**src/rtl/node_param.sv**
```systemverilog
// Network endpoint: TB packets are queued and serialised MSB-first as phits; router phits are reassembled into an output queue.
// Outbound: load one edge after enqueue, PHITS phit cycles, back-to-back when possible. Inbound: packet visible after its last phit.

// Circular queue; pushes while full are dropped, head reads 0 while empty.
module node_fifo #(
  parameter int W     = 32,
  parameter int DEPTH = 2
) (
  input  logic         clk,
  input  logic         rst,
  input  logic         push,
  input  logic [W-1:0] push_dat,
  input  logic         pop,
  output logic [W-1:0] head_dat,
  output logic         empty,
  output logic         full
);
  localparam int PW = (DEPTH > 1) ? $clog2(DEPTH) : 1;
  localparam int CW = $clog2(DEPTH + 1);

  logic [W-1:0]  mem [DEPTH];
  logic [PW-1:0] wr_ptr, rd_ptr;
  logic [CW-1:0] cnt;
  logic          do_push, do_pop;

  function automatic logic [PW-1:0] ptr_inc(input logic [PW-1:0] p);
    return (p == PW'(DEPTH - 1)) ? '0 : p + 1'b1;
  endfunction

  assign empty    = (cnt == '0);
  assign full     = (cnt == CW'(DEPTH));
  assign do_push  = push && !full;
  assign do_pop   = pop && !empty;
  assign head_dat = empty ? '0 : mem[rd_ptr];

  always_ff @(posedge clk or posedge rst) begin
    if (rst) begin
      wr_ptr <= '0;
      rd_ptr <= '0;
      cnt    <= '0;
    end else begin
      if (do_push) wr_ptr <= ptr_inc(wr_ptr);
      if (do_pop)  rd_ptr <= ptr_inc(rd_ptr);
      unique case ({do_push, do_pop})
        2'b10:   cnt <= cnt + 1'b1;
        2'b01:   cnt <= cnt - 1'b1;
        default: cnt <= cnt;
      endcase
    end
  end

  always_ff @(posedge clk) begin
    if (do_push) mem[wr_ptr] <= push_dat;
  end
endmodule

module node_param #(
  parameter int PKT_W     = 32,
  parameter int PHIT_W    = 8,
  parameter int IN_DEPTH  = 4,
  parameter int OUT_DEPTH = 2,
  parameter int NODEID    = 0
) (
  input  logic              clk,
  input  logic              rst_b,
  input  logic [PKT_W-1:0]  pkt_in,
  input  logic              pkt_in_avail,
  output logic              cQ_full,
  output logic [PKT_W-1:0]  pkt_out,
  output logic              pkt_out_avail,
  input  logic              pkt_out_ready,
  input  logic              free_outbound,
  output logic              put_outbound,
  output logic [PHIT_W-1:0] payload_outbound,
  output logic              free_inbound,
  input  logic              put_inbound,
  input  logic [PHIT_W-1:0] payload_inbound,
  output logic              proto_err
);
  localparam int PHITS = PKT_W / PHIT_W;
  localparam int CNT_W = $clog2(PHITS);
  localparam int ACC_W = PKT_W - PHIT_W;

  typedef enum logic {S_IDLE, S_SEND} ser_state_t;
  typedef enum logic {R_IDLE, R_RECV} rx_state_t;

  logic [PKT_W-1:0] in_head;
  logic             in_empty, out_empty, out_full;

  ser_state_t       ser_state, ser_next;
  logic [PKT_W-1:0] ser_sh;
  logic [CNT_W-1:0] ser_cnt;
  logic             ser_last, ser_load;

  rx_state_t        rx_state, rx_next;
  logic [ACC_W-1:0] rx_acc;
  logic [CNT_W-1:0] rx_cnt;
  logic             rx_take, rx_last, err_set;

  node_fifo #(.W(PKT_W), .DEPTH(IN_DEPTH)) u_in_q (
    .clk(clk), .rst(rst_b), .push(pkt_in_avail), .push_dat(pkt_in),
    .pop(ser_load), .head_dat(in_head), .empty(in_empty), .full(cQ_full)
  );

  node_fifo #(.W(PKT_W), .DEPTH(OUT_DEPTH)) u_out_q (
    .clk(clk), .rst(rst_b), .push(rx_last), .push_dat({rx_acc, payload_inbound}),
    .pop(pkt_out_avail && pkt_out_ready), .head_dat(pkt_out), .empty(out_empty), .full(out_full)
  );

  assign pkt_out_avail = !out_empty;

  // Serialiser: a reload on the last phit keeps the link busy without a gap.
  assign ser_last = (ser_state == S_SEND) && (ser_cnt == CNT_W'(PHITS - 1));
  assign ser_load = !in_empty && free_outbound && ((ser_state == S_IDLE) || ser_last);

  always_ff @(posedge clk or posedge rst_b) begin
    if (rst_b) ser_state <= S_IDLE;
    else       ser_state <= ser_next;
  end

  always_comb begin
    ser_next = ser_state;
    unique case (ser_state)
      S_IDLE:  if (ser_load) ser_next = S_SEND;
      S_SEND:  if (ser_last && !ser_load) ser_next = S_IDLE;
      default: ser_next = S_IDLE;
    endcase
  end

  always_comb begin
    put_outbound     = 1'b0;
    payload_outbound = '0;
    if (ser_state == S_SEND) begin
      put_outbound     = 1'b1;
      payload_outbound = ser_sh[PKT_W-1 -: PHIT_W];
    end
  end

  always_ff @(posedge clk or posedge rst_b) begin
    if (rst_b) begin
      ser_sh  <= '0;
      ser_cnt <= '0;
    end else if (ser_load) begin
      ser_sh  <= in_head;
      ser_cnt <= '0;
    end else if (ser_state == S_SEND) begin
      ser_sh  <= ser_sh << PHIT_W;
      ser_cnt <= ser_cnt + 1'b1;
    end
  end

  // Reassembler: only the first PHITS-1 phits are held; the last goes straight into the queue.
  always_ff @(posedge clk or posedge rst_b) begin
    if (rst_b) rx_state <= R_IDLE;
    else       rx_state <= rx_next;
  end

  always_comb begin
    rx_next = rx_state;
    unique case (rx_state)
      R_IDLE:  if (rx_take) rx_next = R_RECV;
      R_RECV:  if (!put_inbound || rx_last) rx_next = R_IDLE;
      default: rx_next = R_IDLE;
    endcase
  end

  always_comb begin
    free_inbound = (rx_state == R_IDLE) && !out_full;
    rx_take      = free_inbound && put_inbound;
    rx_last      = (rx_state == R_RECV) && put_inbound && (rx_cnt == CNT_W'(PHITS - 1));
    err_set      = ((rx_state == R_IDLE) && put_inbound && !free_inbound) ||
                   ((rx_state == R_RECV) && !put_inbound);
  end

  always_ff @(posedge clk or posedge rst_b) begin
    if (rst_b) begin
      rx_acc <= '0;
      rx_cnt <= '0;
    end else if (rx_take) begin
      rx_acc <= ACC_W'(payload_inbound);
      rx_cnt <= CNT_W'(1);
    end else if ((rx_state == R_RECV) && put_inbound) begin
      rx_acc <= ACC_W'({rx_acc, payload_inbound});
      rx_cnt <= rx_cnt + 1'b1;
    end
  end

  always_ff @(posedge clk or posedge rst_b) begin
    if (rst_b)        proto_err <= 1'b0;
    else if (err_set) proto_err <= 1'b1;
  end
endmodule

```
**config.mk**
```make
export PLATFORM = sky130hd
export DESIGN_NAME = node_param
export DESIGN_NICKNAME = d
export VERILOG_FILES = /design/src/rtl/node_param.sv
export SDC_FILE = /design/constraint.sdc
export NUM_CORES = 1
export LEC_CHECK = 0
export CAP_MARGIN = 20
export CORE_MARGIN = 8
export CORE_UTILIZATION = 50
export DETAILED_ROUTE_END_ITERATION = 16
export GPL_ROUTABILITY_DRIVEN = 0
export PLACE_DENSITY = 0.81
export SYNTH_ARGS = -nofsm -noshare
export SYNTH_HDL_FRONTEND = slang
export SYNTH_HIERARCHICAL = 1
export SYNTH_SLANG_ARGS = --single-unit
export TNS_END_PERCENT = 20
```
**constraint.sdc**
```tcl
create_clock -name clk -period 3.4 [get_ports clk]
set_input_delay 0.68 -clock clk [delete_from_list [all_inputs] [get_ports clk]]
set_output_delay 0.68 -clock clk [all_outputs]
set_load 0.01 [all_outputs]
```
* Yosys cells after proc, flatten, opt, wreduce, memory -nomap -nowiden
Memory sizes are Yosys's and may differ from the RTL's.
Cells that the tools add are included.
** Storage, ports and cells
- Register bits after elaboration :: 74
- Output and inout bits :: 45
- Bits in writable memories :: 192
- Logic and storage cells :: 97
- Memories kept :: 2
** Memory list
- u_in_q.mem :: words 4, width 32, read ports 1, clocked after Yosys merged registers in 0, write ports 1, RTL line 21 : logic [W-1:0] mem [DEPTH];
- u_out_q.mem :: words 2, width 32, read ports 1, clocked after Yosys merged registers in 0, write ports 1, RTL line 21
** Operators by class
- Add/subtract/negate cells :: 10
- Mux-type cells :: 28
- Reductions and logical operators :: 32
- Bitwise gates (word level) :: 2
- Equality and inequality tests :: 10
** Operators by type and width (number)
- $mux 32 :: 4
- $mux 24 :: 2
- $logic_and 1x1->1 :: 16
- $eq 2x2->1 const B :: 7
- $mux 2 :: 6
- $mux 1 :: 11
- $add 2x1->2 const B :: 5
- $mux 8 :: 1
- $reduce_bool 2->1 :: 4
- $logic_not 1->1 :: 7
- $pmux 3 s2 :: 1
- $eq 2x1->1 const B :: 2
- $pmux 1 s2 :: 2
- $pmux 2 s2 :: 1
- $add 3x1->3 const B :: 1
- $eq 3x3->1 const B :: 1
- $logic_not 3->1 :: 1
- $logic_or 1x1->1 :: 3
- $sub 3x1->3 const B :: 1
- $add 1x1->1 const B :: 2
- $logic_not 2->1 :: 1
- $not 1->1 :: 2
- $sub 2x1->2 const B :: 1

* Longest topological paths before layout
- Depth after elaboration :: 8
- Gate-level depth with buffers :: 14
- Depth with buffers taken out :: 10

* Cells and area by module
Netlist, hierarchy kept.
** By module, submodules not included
- node_fifo (u_in_q) :: area an instance 5295.1 um^2, instances 1, seq. area each 4018.9 um^2, cells each 243
- node_param :: area an instance 2670.1 um^2, instances 1, seq. area each 1576.5 um^2, cells each 222
- node_fifo (u_out_q) :: area an instance 2610.0 um^2, instances 1, seq. area each 2021.9 um^2, cells each 154

* Worst setup path after synthesis
OpenSTA, ideal clock, no wires.
- Path type :: register -> register
- From :: reg u_in_q.cnt[0]
- To :: reg u_in_q.cnt[2]
- Path buffers :: 4
- Required time :: 3321 ps
- Data arrival time :: 2651 ps
- Library setup time :: 79 ps
- Cell stages (with the launch flop) :: 15
- Slack :: 670 ps
- Clock period less this slack :: 2730 ps
- Path through :: dfrtp_1 > nor3_4 > clkbuf_1 > nor2b_1 > buf_2 > and2_4 > buf_6 > buf_2 > nor2b_1 > ha_1 > inv_1 > fa_1 > xor2_1 > nor2_1 > xor2_1
** Between the ends
- Cells in the longest elaborated chain, start to end :: 7
- Elaborated cells between the ends (all ways) :: 14
- Classes of those cells :: add/sub: 2; eq/ne: 3; mux: 1; reduce/logical: 8
** RTL lines
- start: declaration :: RTL line 23 : logic [CW-1:0] cnt;
- start signal: assignment :: RTL line 45 : 2'b10: cnt <= cnt + 1'b1;
- start signal: assignment :: RTL line 46 : 2'b01: cnt <= cnt - 1'b1;
- start signal: assignment :: RTL line 47 : default: cnt <= cnt;
- $logic_not 3->1 (*) :: RTL line 30 : assign empty = (cnt == '0);
- via in_empty :: RTL line 88 : logic in_empty, out_empty, out_full;
- $logic_not 1->1 (*) :: RTL line 114 : assign ser_load = !in_empty && free_outbound && ((ser_state == S_IDLE) || ser_last);
- $logic_and 1x1->1 (*) (2 in a row) :: RTL line 114
- via ser_load :: RTL line 93 : logic ser_last, ser_load;
- $logic_and 1x1->1 (*) :: RTL line 33 : assign do_pop = pop && !empty;
- via u_in_q.do_pop :: RTL line 24 : logic do_push, do_pop;
- $eq 2x1->1 or $eq 2x2->1 (tied branches) :: RTL line 44 : unique case ({do_push, do_pop})
- $pmux 3 s2 or $reduce_bool 2->1 (tied branches)
The timed path passes the listed nets; every way through them passes the cells marked *.
A chain may end at the register's enable or synchronous reset.

* Final worst setup path
- From :: reg u_out_q.rd_ptr
- To :: out pkt_out[27]
** Between the ends
- Cells in the longest elaborated chain, start to end :: 2
** RTL lines
- start: declaration :: RTL line 22 : logic [PW-1:0] wr_ptr, rd_ptr;
- start signal: assignment :: RTL line 43 : if (do_pop) rd_ptr <= ptr_inc(rd_ptr);
- $mem_v2 2x32
- $mux 32 :: RTL line 34 : assign head_dat = empty ? '0 : mem[rd_ptr];
- end: declaration :: RTL line 69 : output logic [PKT_W-1:0] pkt_out,
Every way passes these cells.

==> qor.txt <==
hpwl dp: 12.6 mm
relative slew slack: 0.478
Detailed Routing Iterations Pass 1: 5
Tightest Pin Transition: 0.783 ns
# IOs: 91
Tcrit/Tclk final: 0.858
Worst Path Required: 2.72 ns
Worst Hold End: u_out_q/mem[0][25]$_DFFE_PP_
highest routed metal layer: met4
CP Class: reg -> out
Synth cell types: 32
DR vias/cell: 5.54
Die Area: 26100 sq um
CTS Hold Bufs: 0
Synth Register Bits: 266
power per cell area: 884 nW/um^2
vias in the first global route: 5850
row count: 53
Worst VDD drop: 0.000600 V
Mean Syn Cell Area: 17.1 sq um
PostCTS Resize Cnt: 0
WL met1: 7.98 mm
Placed Area: 11700 sq um
Area Growth Syn to Fin: 20.4%
starting density of the core: 0.506
WL met2: 10.6 mm
reg2reg end: u_in_q/cnt[2]$_DFFE_PP0P_
post-synth top area share: 0.545
Placed Cells incl. Taps: 961
layout cell share with drive strength beyond 1: 0.158
slowest CP cell: clkdlybuf4s50_1
most numerous cell in the Yosys netlist: edfxtp_1
Most used DFF post-synth: edfxtp_1
TritonCTS clock tree: built
die span in y: 161 microns
I/O Buffers: 90
pre-CTS WS: 0.513 ns
fin nets: 772
final cell count without fillers: 1011
vias: 5600
switch share: 0.293
cell taking the most area after synthesis: edfxtp_1
Clock Path Buffers: 3
hold slack: 0.480 ns
Pint: 7.96 mW
r2r startpoint: ser_state$_DFF_PP0_
Post-CTS Setup Inserts: 0
Max-Cap Viols: 0
Worst-Skew Late Latency: 0.52 ns
post-route cell area: 12700 sq um
total track usage: 0.156
Net Switching: 3.30 mW
HP Class: reg -> reg
post-route ant nets: 0
worst setup margin: 0.484 ns
crit-path max FO: 33
Cells after Synth: 619
Leak Pwr: 4.75 nW
post-synthesis sequential area ratio: 0.720
DRC Markers: 0
Seq pwr share: 0.413
Crit path buffers/inverters: 2
number of buffers created by CTS: 26
critical path startpoint: u_out_q/rd_ptr$_DFFE_PP0P_
clock root cell: clkbuf_16
CP cell instances: buf_4 -> mux2i_1 -> nor2_1 -> clkdlybuf4s50_1
Final Hold Fails: 0
RSZ-0062 raised after global routing: no
Async SR Flop Fraction: 0.278
YS warnings: 6
crit path DAT: 2.24 ns
clock network power share: 0.284
HP Start: rx_acc[17]$_DFFE_PP0P_
run status: finished, final reports clean
crit path time final: 2.92 ns
Critical Path Start Type: flip-flop
met3 wire length: 1.30 mm
Synth area leaders: edfxtp_1 55%, dfrtp_1 18%, mux4_2 6.8%, mux2i_1 3.2%, a221o_1 2.3%
largest net degree at the start of global routing: 37
fmax: 343 MHz
final setup vio count: 0
Max Slew Vio Count: 0
Routed WL per cell: 20.0 microns
initial DRC count: 379
Mapped Area: 10600 sq um
antenna violations before repair: 0
drt total wl: 20.2 mm
number of enable flip-flop cells after synthesis: 192
gr ovfl total: 0
CTS Sinks: 266
Core ar.: 20900 sq um
CP top delay family: buffers and inverters
clock slew at reported path FFs: 0.06 ns
R2R cell count: 9
syn nets: 675
antenna cells: 0
CTS H-tree depth: 1
FF-to-FF setup slack: 0.97 ns
post-route setup TNS: 0 ns
endpoint class of the critical path: output port
first-pass GRT wire length: 32.3 mm
Combinational Power Share: 0.304
most frequent cells after synthesis: 192 x edfxtp_1, 74 x dfrtp_1, 40 x nor2_1
skew final: 0.00883 ns
Worst path max stage delay: 0.56 ns
Die W: 161 microns
Hold Path Cell Cnt: 0
state kept, by name (all words and copies together), names as in the netlist:
signal          cells
rx_cnt              2
u_in_q/mem        128
u_in_q/cnt          3
proto_err           1
u_out_q/rd_ptr      1
u_out_q/mem        64
u_in_q/rd_ptr       2
ser_sh             32
ser_cnt             2
u_out_q/wr_ptr      1
rx_acc             24
u_in_q/wr_ptr       2
ser_state           1
rx_state            1
u_out_q/cnt         2
area by class of cell:
class,count,area [sq um]
repair buffers,108,1070
fillers,1483,8160
well taps,275,344
flip-flops and latches,266,7620
multi-input cells,301,2670
clock buffers,32,714
inverters,13,48.8
clock inverters,16,262
logic make-up after synthesis:
group | Yosys count | share of synthesized area
XOR/XNOR | 9 | 0.00745
multiplexers | 78 | 0.113
AO/OA/AOI/OAI | 77 | 0.0573
buffers and inverters | 52 | 0.0276
adder cells (fa/ha/maj) | 10 | 0.0125
AND/OR/NAND/NOR | 127 | 0.0618
flip-flops | 266 | 0.720
routing by layer:
layer / global-route usage / vias to the layer above
met5: 0 / -
met4: 0.0345 / 0
met3: 0.0318 / 25
met2: 0.282 / 200
met1: 0.188 / 2825
li1: - / 2550
cell usage in the layout (no fill, tap or decap), types with 2 or more instances in the layout:
| master | count |
|---|---|
| clkbuf_16 | 27 |
| nor3_1 | 2 |
| xor2_1 | 4 |
| nor2b_2 | 2 |
| clkbuf_8 | 2 |
| nor2_2 | 3 |
| nand2_1 | 25 |
| nor2_1 | 38 |
| edfxtp_1 | 192 |
| ha_1 | 9 |
| mux2i_1 | 34 |
| mux2_2 | 12 |
| buf_4 | 15 |
| mux4_2 | 32 |
| a22o_1 | 25 |
| xnor2_1 | 5 |
| clkbuf_1 | 3 |
| nand2b_1 | 2 |
| and2_1 | 13 |
| a221o_1 | 24 |
| dfrtp_1 | 73 |
| and3_1 | 2 |
| clkinv_2 | 3 |
| a21oi_1 | 26 |
| clkinv_1 | 3 |
| bufinv_16 | 7 |
| nor2b_1 | 36 |
| clkdlybuf4s50_1 | 90 |
| inv_1 | 12 |
worst register-to-register path: cells and delay by family, from the launching register on:
kind          cells  cell delay, ns
simple gates      4            0.72
flops             1            0.67
fa+ha+maj         2            0.60
xor+xnor          2            0.30
buf+inv           1            0.06
worst max-delay path by stage:
| stage | cells past startpoint | to |
|---|---|---|
| floorplan | 14 | u_in_q/cnt[2]$_DFFE_PP0P_ |
| global placement | 10 | u_in_q/cnt[2]$_DFFE_PP0P_ |
| detailed placement | 10 | u_in_q/cnt[2]$_DFFE_PP0P_ |
| CTS | 4 | pkt_out[27] |
| global route | 4 | pkt_out[27] |
| finish | 4 | pkt_out[27] |
per-stage QoR:
| step | power [mW] | util |
|---|---|---|
| floorplan | 6.98 | - |
| global placement | 7.94 | 0.561 |
| detailed placement | 8.11 | 0.561 |
| CTS | 11.3 | 0.608 |
| global route | 11.8 | 0.610 |
| finish | 11.3 | 0.610 |
power groups by stage:
stage          clock network, mW  registers [mW]  logic [mW]
6_report                    3.19            4.65        3.42
5_1_grt                     3.36            4.71        3.73
4_1_cts                     3.24            4.65        3.45
3_5_place_dp                   0            4.69        3.42
3_3_place_gp                   0            4.64        3.30
2_1_floorplan                  0            4.52        2.46
Power figures use the tool's default switching activity.
